--- config.mk ---
export PLATFORM = sky130hd
export DESIGN_NAME = master_output_sequencer_flat
export DESIGN_NICKNAME = d
export VERILOG_FILES = /design/src/rtl/master_output_sequencer_if.sv /design/src/rtl/master_output_sequencer.sv /design/src/flat_wrapper.sv
export SDC_FILE = /design/constraint.sdc
export NUM_CORES = 1
export LEC_CHECK = 0
export ABC_AREA = 0
export CAP_MARGIN = 20
export CORE_UTILIZATION = 34
export DETAILED_ROUTE_END_ITERATION = 10
export PLACE_DENSITY = 0.79
export SLEW_MARGIN = 0
export SYNTH_ARGS = -nofsm -noshare
export SYNTH_HDL_FRONTEND = slang
export SYNTH_SLANG_ARGS = --single-unit
export TNS_END_PERCENT = 50
--- constraint.sdc ---
create_clock -name clk -period 1.85 [get_ports clk]
set_input_delay 0.185 -clock clk [delete_from_list [all_inputs] [get_ports clk]]
set_output_delay 0.185 -clock clk [all_outputs]
set_load 0.02 [all_outputs]
--- src/rtl/master_output_sequencer_if.sv ---
// Bus between the master controller and the output write-back sequencer:
// command fields, memory stall, and per-beat accumulator/SRAM controls.
interface master_output_sequencer_if #(
  parameter int MAX_OUT_ROWS = 128,
  parameter int MAX_OUT_COLS = 128,
  parameter int SYS_ARR_ROWS = 16,
  parameter int SYS_ARR_COLS = 16,
  parameter int ADDR_WIDTH   = 8
);
  localparam int NUM_SUBMATS_M = MAX_OUT_ROWS / SYS_ARR_ROWS;
  localparam int NUM_SUBMATS_N = MAX_OUT_COLS / SYS_ARR_COLS;
  localparam int OR_W = $clog2(MAX_OUT_ROWS);
  localparam int OC_W = $clog2(MAX_OUT_COLS);
  localparam int SM_W = (NUM_SUBMATS_M > 1) ? $clog2(NUM_SUBMATS_M) : 1;
  localparam int SN_W = (NUM_SUBMATS_N > 1) ? $clog2(NUM_SUBMATS_N) : 1;
  localparam int RN_W = $clog2(SYS_ARR_ROWS);

  logic                               start;
  logic [OR_W-1:0]                    out_rows;
  logic [OC_W-1:0]                    out_cols;
  logic                               clear_after;
  logic                               activate;
  logic [ADDR_WIDTH-1:0]              wr_base_addr;
  logic                               stall;
  logic                               busy;
  logic                               done;
  logic [SM_W-1:0]                    submat_row_out;
  logic [SN_W-1:0]                    submat_col_out;
  logic [RN_W-1:0]                    row_num;
  logic                               relu_en;
  logic                               accum_clear;
  logic [SYS_ARR_COLS-1:0]            wr_en;
  logic [SYS_ARR_COLS*ADDR_WIDTH-1:0] wr_addr;

  modport slave (
    input  start, out_rows, out_cols, clear_after, activate, wr_base_addr, stall,
    output busy, done, submat_row_out, submat_col_out, row_num, relu_en,
           accum_clear, wr_en, wr_addr
  );

  modport master (
    output start, out_rows, out_cols, clear_after, activate, wr_base_addr, stall,
    input  busy, done, submat_row_out, submat_col_out, row_num, relu_en,
           accum_clear, wr_en, wr_addr
  );
endinterface

--- src/rtl/master_output_sequencer.sv ---
// Drains a whole output matrix tile by tile (column tiles outer, row tiles
// middle, accumulator rows inner) into column-banked output memory.
module master_output_sequencer #(
  parameter int MAX_OUT_ROWS = 128,
  parameter int MAX_OUT_COLS = 128,
  parameter int SYS_ARR_ROWS = 16,
  parameter int SYS_ARR_COLS = 16,
  parameter int ADDR_WIDTH   = 8
) (
  input  logic                      clk,
  input  logic                      reset,
  master_output_sequencer_if.slave  bus
);
  localparam int NUM_SUBMATS_M = MAX_OUT_ROWS / SYS_ARR_ROWS;
  localparam int NUM_SUBMATS_N = MAX_OUT_COLS / SYS_ARR_COLS;
  localparam int OR_W = $clog2(MAX_OUT_ROWS);
  localparam int OC_W = $clog2(MAX_OUT_COLS);
  localparam int SM_W = (NUM_SUBMATS_M > 1) ? $clog2(NUM_SUBMATS_M) : 1;
  localparam int SN_W = (NUM_SUBMATS_N > 1) ? $clog2(NUM_SUBMATS_N) : 1;
  localparam int RN_W = $clog2(SYS_ARR_ROWS);
  localparam int CN_W = $clog2(SYS_ARR_COLS);

  typedef enum logic [1:0] {IDLE, RUN, DONE} state_t;

  state_t state, state_next;

  logic [OR_W-1:0]         rows_q;
  logic [OC_W-1:0]         cols_q;
  logic                    clear_q;
  logic                    act_q;
  logic [ADDR_WIDTH-1:0]   addr_cnt;
  logic [RN_W-1:0]         row_cnt;
  logic [SM_W-1:0]         srow;
  logic [SN_W-1:0]         scol;

  logic                    beat;
  logic                    last_row;
  logic                    last_row_tile;
  logic                    last_col_tile;
  logic                    last_beat;
  logic [RN_W-1:0]         tile_rows_m1;
  logic [CN_W-1:0]         col_rem;
  logic [SYS_ARR_COLS-1:0] tile_mask;

  // Edge tiles are the ones whose index equals the latched extent's tile index;
  // only those get a shortened row count or a narrowed bank mask.
  always_comb begin
    last_row_tile = (OR_W'(srow) == (rows_q >> RN_W));
    last_col_tile = (OC_W'(scol) == (cols_q >> CN_W));
    tile_rows_m1  = last_row_tile ? rows_q[RN_W-1:0] : '1;
    last_row      = (row_cnt == tile_rows_m1);
    last_beat     = last_row && last_row_tile && last_col_tile;
    col_rem       = cols_q[CN_W-1:0];
    tile_mask     = '1;
    if (last_col_tile) begin
      for (int i = 0; i < SYS_ARR_COLS; i++) begin
        tile_mask[i] = (i <= int'(col_rem));
      end
    end
  end

  always_ff @(posedge clk or posedge reset) begin
    if (reset) begin
      state <= IDLE;
    end else begin
      state <= state_next;
    end
  end

  always_comb begin
    state_next      = state;
    beat            = 1'b0;
    bus.busy        = 1'b0;
    bus.done        = 1'b0;
    bus.wr_en       = '0;
    bus.relu_en     = 1'b0;
    bus.accum_clear = 1'b0;
    case (state)
      IDLE: begin
        if (bus.start) state_next = RUN;
      end
      RUN: begin
        bus.busy = 1'b1;
        beat     = !bus.stall;
        if (beat) begin
          bus.wr_en       = tile_mask;
          bus.relu_en     = act_q;
          bus.accum_clear = clear_q && last_row;
          if (last_beat) state_next = DONE;
        end
      end
      DONE: begin
        bus.done   = 1'b1;
        state_next = IDLE;
      end
      default: state_next = IDLE;
    endcase
  end

  // Command fields are captured once so later input changes cannot disturb
  // a running drain; counters only move on non-stalled beats.
  always_ff @(posedge clk or posedge reset) begin
    if (reset) begin
      rows_q   <= '0;
      cols_q   <= '0;
      clear_q  <= 1'b0;
      act_q    <= 1'b0;
      addr_cnt <= '0;
      row_cnt  <= '0;
      srow     <= '0;
      scol     <= '0;
    end else if (state == IDLE && bus.start) begin
      rows_q   <= bus.out_rows;
      cols_q   <= bus.out_cols;
      clear_q  <= bus.clear_after;
      act_q    <= bus.activate;
      addr_cnt <= bus.wr_base_addr;
      row_cnt  <= '0;
      srow     <= '0;
      scol     <= '0;
    end else if (beat) begin
      addr_cnt <= addr_cnt + ADDR_WIDTH'(1);
      if (last_row) begin
        row_cnt <= '0;
        if (last_row_tile) begin
          srow <= '0;
          scol <= last_col_tile ? '0 : scol + SN_W'(1);
        end else begin
          srow <= srow + SM_W'(1);
        end
      end else begin
        row_cnt <= row_cnt + RN_W'(1);
      end
    end
  end

  assign bus.wr_addr        = {SYS_ARR_COLS{addr_cnt}};
  assign bus.row_num        = row_cnt;
  assign bus.submat_row_out = srow;
  assign bus.submat_col_out = scol;
endmodule

--- src/flat_wrapper.sv ---
// flat-port wrapper written by rule: the top's interface ports become plain ports
module master_output_sequencer_flat 
#(
  parameter int MAX_OUT_ROWS = 128,
  parameter int MAX_OUT_COLS = 128,
  parameter int SYS_ARR_ROWS = 16,
  parameter int SYS_ARR_COLS = 16,
  parameter int ADDR_WIDTH   = 8
)
  (clk, reset, bus_start, bus_out_rows, bus_out_cols, bus_clear_after, bus_activate, bus_wr_base_addr, bus_stall, bus_busy, bus_done, bus_submat_row_out, bus_submat_col_out, bus_row_num, bus_relu_en, bus_accum_clear, bus_wr_en, bus_wr_addr);
  master_output_sequencer_if #(.MAX_OUT_ROWS(MAX_OUT_ROWS), .MAX_OUT_COLS(MAX_OUT_COLS), .SYS_ARR_ROWS(SYS_ARR_ROWS), .SYS_ARR_COLS(SYS_ARR_COLS), .ADDR_WIDTH(ADDR_WIDTH)) bus_i ();
  input  logic clk;
  input  logic reset;
  input wire logic [$bits(bus_i.start)-1:0] bus_start;
  input wire logic [$bits(bus_i.out_rows)-1:0] bus_out_rows;
  input wire logic [$bits(bus_i.out_cols)-1:0] bus_out_cols;
  input wire logic [$bits(bus_i.clear_after)-1:0] bus_clear_after;
  input wire logic [$bits(bus_i.activate)-1:0] bus_activate;
  input wire logic [$bits(bus_i.wr_base_addr)-1:0] bus_wr_base_addr;
  input wire logic [$bits(bus_i.stall)-1:0] bus_stall;
  output wire logic [$bits(bus_i.busy)-1:0] bus_busy;
  output wire logic [$bits(bus_i.done)-1:0] bus_done;
  output wire logic [$bits(bus_i.submat_row_out)-1:0] bus_submat_row_out;
  output wire logic [$bits(bus_i.submat_col_out)-1:0] bus_submat_col_out;
  output wire logic [$bits(bus_i.row_num)-1:0] bus_row_num;
  output wire logic [$bits(bus_i.relu_en)-1:0] bus_relu_en;
  output wire logic [$bits(bus_i.accum_clear)-1:0] bus_accum_clear;
  output wire logic [$bits(bus_i.wr_en)-1:0] bus_wr_en;
  output wire logic [$bits(bus_i.wr_addr)-1:0] bus_wr_addr;
  assign bus_i.start = bus_start;
  assign bus_i.out_rows = bus_out_rows;
  assign bus_i.out_cols = bus_out_cols;
  assign bus_i.clear_after = bus_clear_after;
  assign bus_i.activate = bus_activate;
  assign bus_i.wr_base_addr = bus_wr_base_addr;
  assign bus_i.stall = bus_stall;
  assign bus_busy = bus_i.busy;
  assign bus_done = bus_i.done;
  assign bus_submat_row_out = bus_i.submat_row_out;
  assign bus_submat_col_out = bus_i.submat_col_out;
  assign bus_row_num = bus_i.row_num;
  assign bus_relu_en = bus_i.relu_en;
  assign bus_accum_clear = bus_i.accum_clear;
  assign bus_wr_en = bus_i.wr_en;
  assign bus_wr_addr = bus_i.wr_addr;
  master_output_sequencer #(.MAX_OUT_ROWS(MAX_OUT_ROWS), .MAX_OUT_COLS(MAX_OUT_COLS), .SYS_ARR_ROWS(SYS_ARR_ROWS), .SYS_ARR_COLS(SYS_ARR_COLS), .ADDR_WIDTH(ADDR_WIDTH)) u_core (.clk(clk), .reset(reset), .bus(bus_i));
endmodule
==> results.py <==
metrics = {
    "finish": {
        "diodes": 0,
        "final_layout_size_suffix_gt1_share_pct": 27.2,
        "layout_common_cells": "clkdlybuf4s50_1 (167), nand2_1 (63), buf_4 (48)",
        "nets": 506,
        "final_common_cell": "clkdlybuf4s50_1",
        "final_cells": 580,
        "fillCellCount": 686,
        "utilization_pct": 56.6,
        "synthToLayoutAreaGrowth_pct": 60.0,
    },
    "clock_network": {
        "cts.path.max_buffers": 2,
        "cts_sinks": 36,
        "cts_root_buf": "clkbuf_8",
        "cts.htree.levels": 2,
        "cts_made_buffers": 5,
        "cts_tree": "done",
        "insertion_delay_ps": 290,
        "cts.clk_slew.worst_paths_ps": 70,
    },
    "critical_path": {
        "worstSetupStartpoint": "u_core.rows_q[6]$_DFFE_PP0P_",
        "critPathKind": "flip-flop to output port",
        "path_cells": "xor2_2, nor3_4, mux2_4, o211a_4, and2_4, buf_6",
        "reg2reg_depth": 9,
        "r2r-start": "u_core.rows_q[6]$_DFFE_PP0P_",
        "endpoint_kind": "output port",
        "rrSetupSlack_ps": -300,
        "worst-path-buf-inv": 1,
        "cpMaxStageDelayCell": "dfrtp_1",
        "critPathMaxFanout": 4,
        "worst_ep_required_time_ps": 1660,
        "startpoint_type": "flip-flop",
        "r2r_end": "u_core.bus.row_num[2]$_DFFE_PP0P_",
        "slowest_delay_ps": 420,
        "crit_family": "flip-flops",
        "arrival_ps": 2030,
    },
    "global_routing": {
        "grt_usage_pct": 16.6,
        "grt_max_degree": 37,
        "antenna_found_initial": 0,
        "met3_usage_pct": 3.78,
        "use_met2_pct": 31.7,
        "grt-busiest-layer": "met2",
        "first_global_vias": 2432,
        "grt_util_met1_pct": 18.0,
        "grt_pass1_wl_mm": 11.7,
        "grt_overflow": 0,
    },
    "die": {
        "die_w_um": 94.7,
        "start_util_pct": 35.4,
        "die_area_mm2": 0.00897,
        "pin_count": 186,
        "rows": 33,
        "fp.dieH_um": 94.7,
        "coreArea_mm2": 0.00826,
    },
    "synth": {
        "synth_xor_area_share_pct": 4.67,
        "yosysWarnings": 0,
        "synthAdderAreaFrac_pct": 1.71,
        "ys_seq_area_share_pct": 30.8,
        "syn_inst": 356,
        "synth_simple_gate_area_share_pct": 19.0,
        "syn_area_mm2": 0.00292,
        "synthDistinctLibCells": 42,
        "synth_compound_area_share_pct": 9.42,
        "synth_top_family_by_area": "buffers and inverters",
        "syn-num-nets": 388,
        "synth_mux_area_share_pct": 0.857,
        "syn_avg_cell_area_um2": 8.21,
        "ys_ff_latch": 36,
    },
    "sta": {
        "period_needed_ps": 2210,
        "setup_viol": 10,
        "fin_crit_sh_pct": 120,
        "slew_headroom_pct": 67.7,
        "finalClockSkew_ps": 8.70,
        "setup_ws_ps": -361,
        "fmax_mhz": 452,
        "finalMaxSlewViolations": 0,
        "tightestPinTransition_ps": 484,
        "hold_ws_ps": 302,
        "rsz0062_at_grt": "yes",
        "hold_viol_final": 0,
    },
    "detailed_routing": {
        "drc": 0,
        "first_pass_iters": 4,
        "detail_route.iter0.violations": 57,
        "totalWireLength_mm": 8.31,
        "vias": 2690,
        "wl_per_cell_um": 14.3,
        "avgViaCountPerCell": 4.64,
        "antenna_left": 0,
    },
    "run": {
        "cap_violations": 0,
    },
    "placement": {
        "io_buffers": 185,
        "routabilityCongestion": 0.825,
        "dp_hpwl_mm": 5.62,
        "place_inst": 559,
        "dp_worst_setup_slack_ps": -431,
    },
    "power": {
        "power_frac_clock_pct": 4.9,
        "seqPwrFrac_pct": 16.8,
        "total_power_mw": 11.1,
        "netSwitchingFraction_pct": 49.5,
        "p_leak_nw": 2.04,
        "peakVddDrop_v": 0.000913,
        "cellPowerDensity_mw_per_mm2": 2370,
        "internal_power_mw": 5.61,
        "p_sw_mw": 5.49,
        "combPwrFrac_pct": 78.2,
    },
    "outcome": {
        "outcome": "finished with violations",
        "violations": "negative setup slack",
    },
    "hold_path": {
        "hold_class": "input port to async pin",
    },
}
## layout make-up
cell class | count | area [um^2] | area share (%)
repair buffers | 242 | 2270 | 48.6
clock buffers | 7 | 76.3 | 1.63
well taps | 105 | 131 | 2.81
multi-input cells | 182 | 1240 | 26.6
clock inverters | 1 | 5.00 | 0.107
inverters | 7 | 31.3 | 0.669
flip-flops and latches | 36 | 912 | 19.5
## per-layer routing
metal  wire length, um  vias to the layer above
met3               540                       18
met2              4480                      131
met4               162                        0
li1                  -                     1278
met1              3130                     1263
met5                 0                        -
## timing repair
| item | CTS | global route |
|---|---|---|
| cloned | 1 | 0 |
| gates resized for setup | 91 | 39 |
| hold endpoints to repair | 0 | 0 |
| pin swaps | 15 | 12 |
| setup buffers | 5 | 8 |
| hold buffers | 0 | 0 |
| setup endpoints to repair | 136 | 35 |
## logic make-up after synthesis
family,count (synthesis)
AO/OA/AOI/OAI,42
XOR/XNOR,13
adder cells (fa/ha/maj),4
buffers and inverters,139
flip-flops,36
multiplexers,2
AND/OR/NAND/NOR,120
## synth_stat cells
master | number | area, um^2
o31ai_1 | 1 | 7.51
a21oi_1 | 8 | 40.0
inv_1 | 7 | 26.3
xor2_2 | 3 | 48.8
nor3_4 | 1 | 16.3
nor4bb_1 | 2 | 20.0
nand2b_1 | 3 | 18.8
o21ai_0 | 12 | 60.1
a41oi_1 | 1 | 8.76
o41ai_1 | 1 | 8.76
and3_1 | 2 | 12.5
buf_6 | 1 | 11.3
o21ai_1 | 2 | 10.0
a211oi_1 | 3 | 22.5
nor3_1 | 7 | 35.0
a22oi_1 | 1 | 7.51
xor2_1 | 5 | 43.8
buf_1 | 1 | 3.75
buf_4 | 120 | 901
nand2_1 | 63 | 236
and2_1 | 6 | 37.5
ha_1 | 4 | 50.1
nor2_1 | 18 | 67.6
mux2_4 | 1 | 15.0
mux2i_1 | 1 | 10.0
clkbuf_1 | 10 | 37.5
nand4b_1 | 1 | 8.76
o21a_1 | 2 | 15.0
nor4_1 | 1 | 6.26
nor2b_1 | 3 | 18.8
or3_4 | 1 | 11.3
xnor2_1 | 5 | 43.8
o211ai_1 | 1 | 7.51
a31o_1 | 1 | 8.76
o211a_4 | 1 | 17.5
nand4_1 | 4 | 25.0
a31oi_1 | 4 | 25.0
dfrtp_1 | 36 | 901
nand3_1 | 8 | 40.0
o21ai_2 | 1 | 8.76
a311oi_1 | 2 | 17.5
a32o_1 | 1 | 10.0
## how the worst max path moves through the flow
stage	endpoint	cells past startpoint
global placement	bus_accum_clear	6
finish	bus_accum_clear	6
CTS	bus_accum_clear	6
detailed placement	bus_accum_clear	6
global route	bus_accum_clear	6
floorplan	bus_accum_clear	6
## per-stage QoR
step                      TNS [ps]  instance area (um^2)
after floorplan               -901                  2940
after global placement       -3270                  4310
after detailed placement     -4010                  4310
after CTS                    -2020                  4530
after global routing         -3090                  4670
final                        -2250                  4670
## state kept, by name, indices dropped and copies added (netlist names)
signal	count
u_core.act_q	1
u_core.addr_cnt	8
u_core.bus.row_num	4
u_core.bus.submat_col_out	3
u_core.bus.submat_row_out	3
u_core.clear_q	1
u_core.cols_q	7
u_core.rows_q	7
u_core.state	2
## worst reg2reg max path, stage by stage (launching register included)
cell and delay (ps):
dfrtp_1 420, xor2_2 210, nor3_4 260, mux2_4 350, o211a_4 240, buf_4 130, buf_6 130, buf_4 130
buf_6 110, nor3_2 90
## power by group through the flow
stage          Sequential [mW]  Combinational [mW]  Clock (mW)
3_3_place_gp              1.75                8.04           0
5_1_grt                   1.96                9.19       0.598
4_1_cts                   1.85                8.35       0.562
6_report                  1.87                8.68       0.546
3_5_place_dp              1.80                8.17           0
2_1_floorplan             1.91                5.42           0
Note: power is estimated with default switching activity, not from simulation.
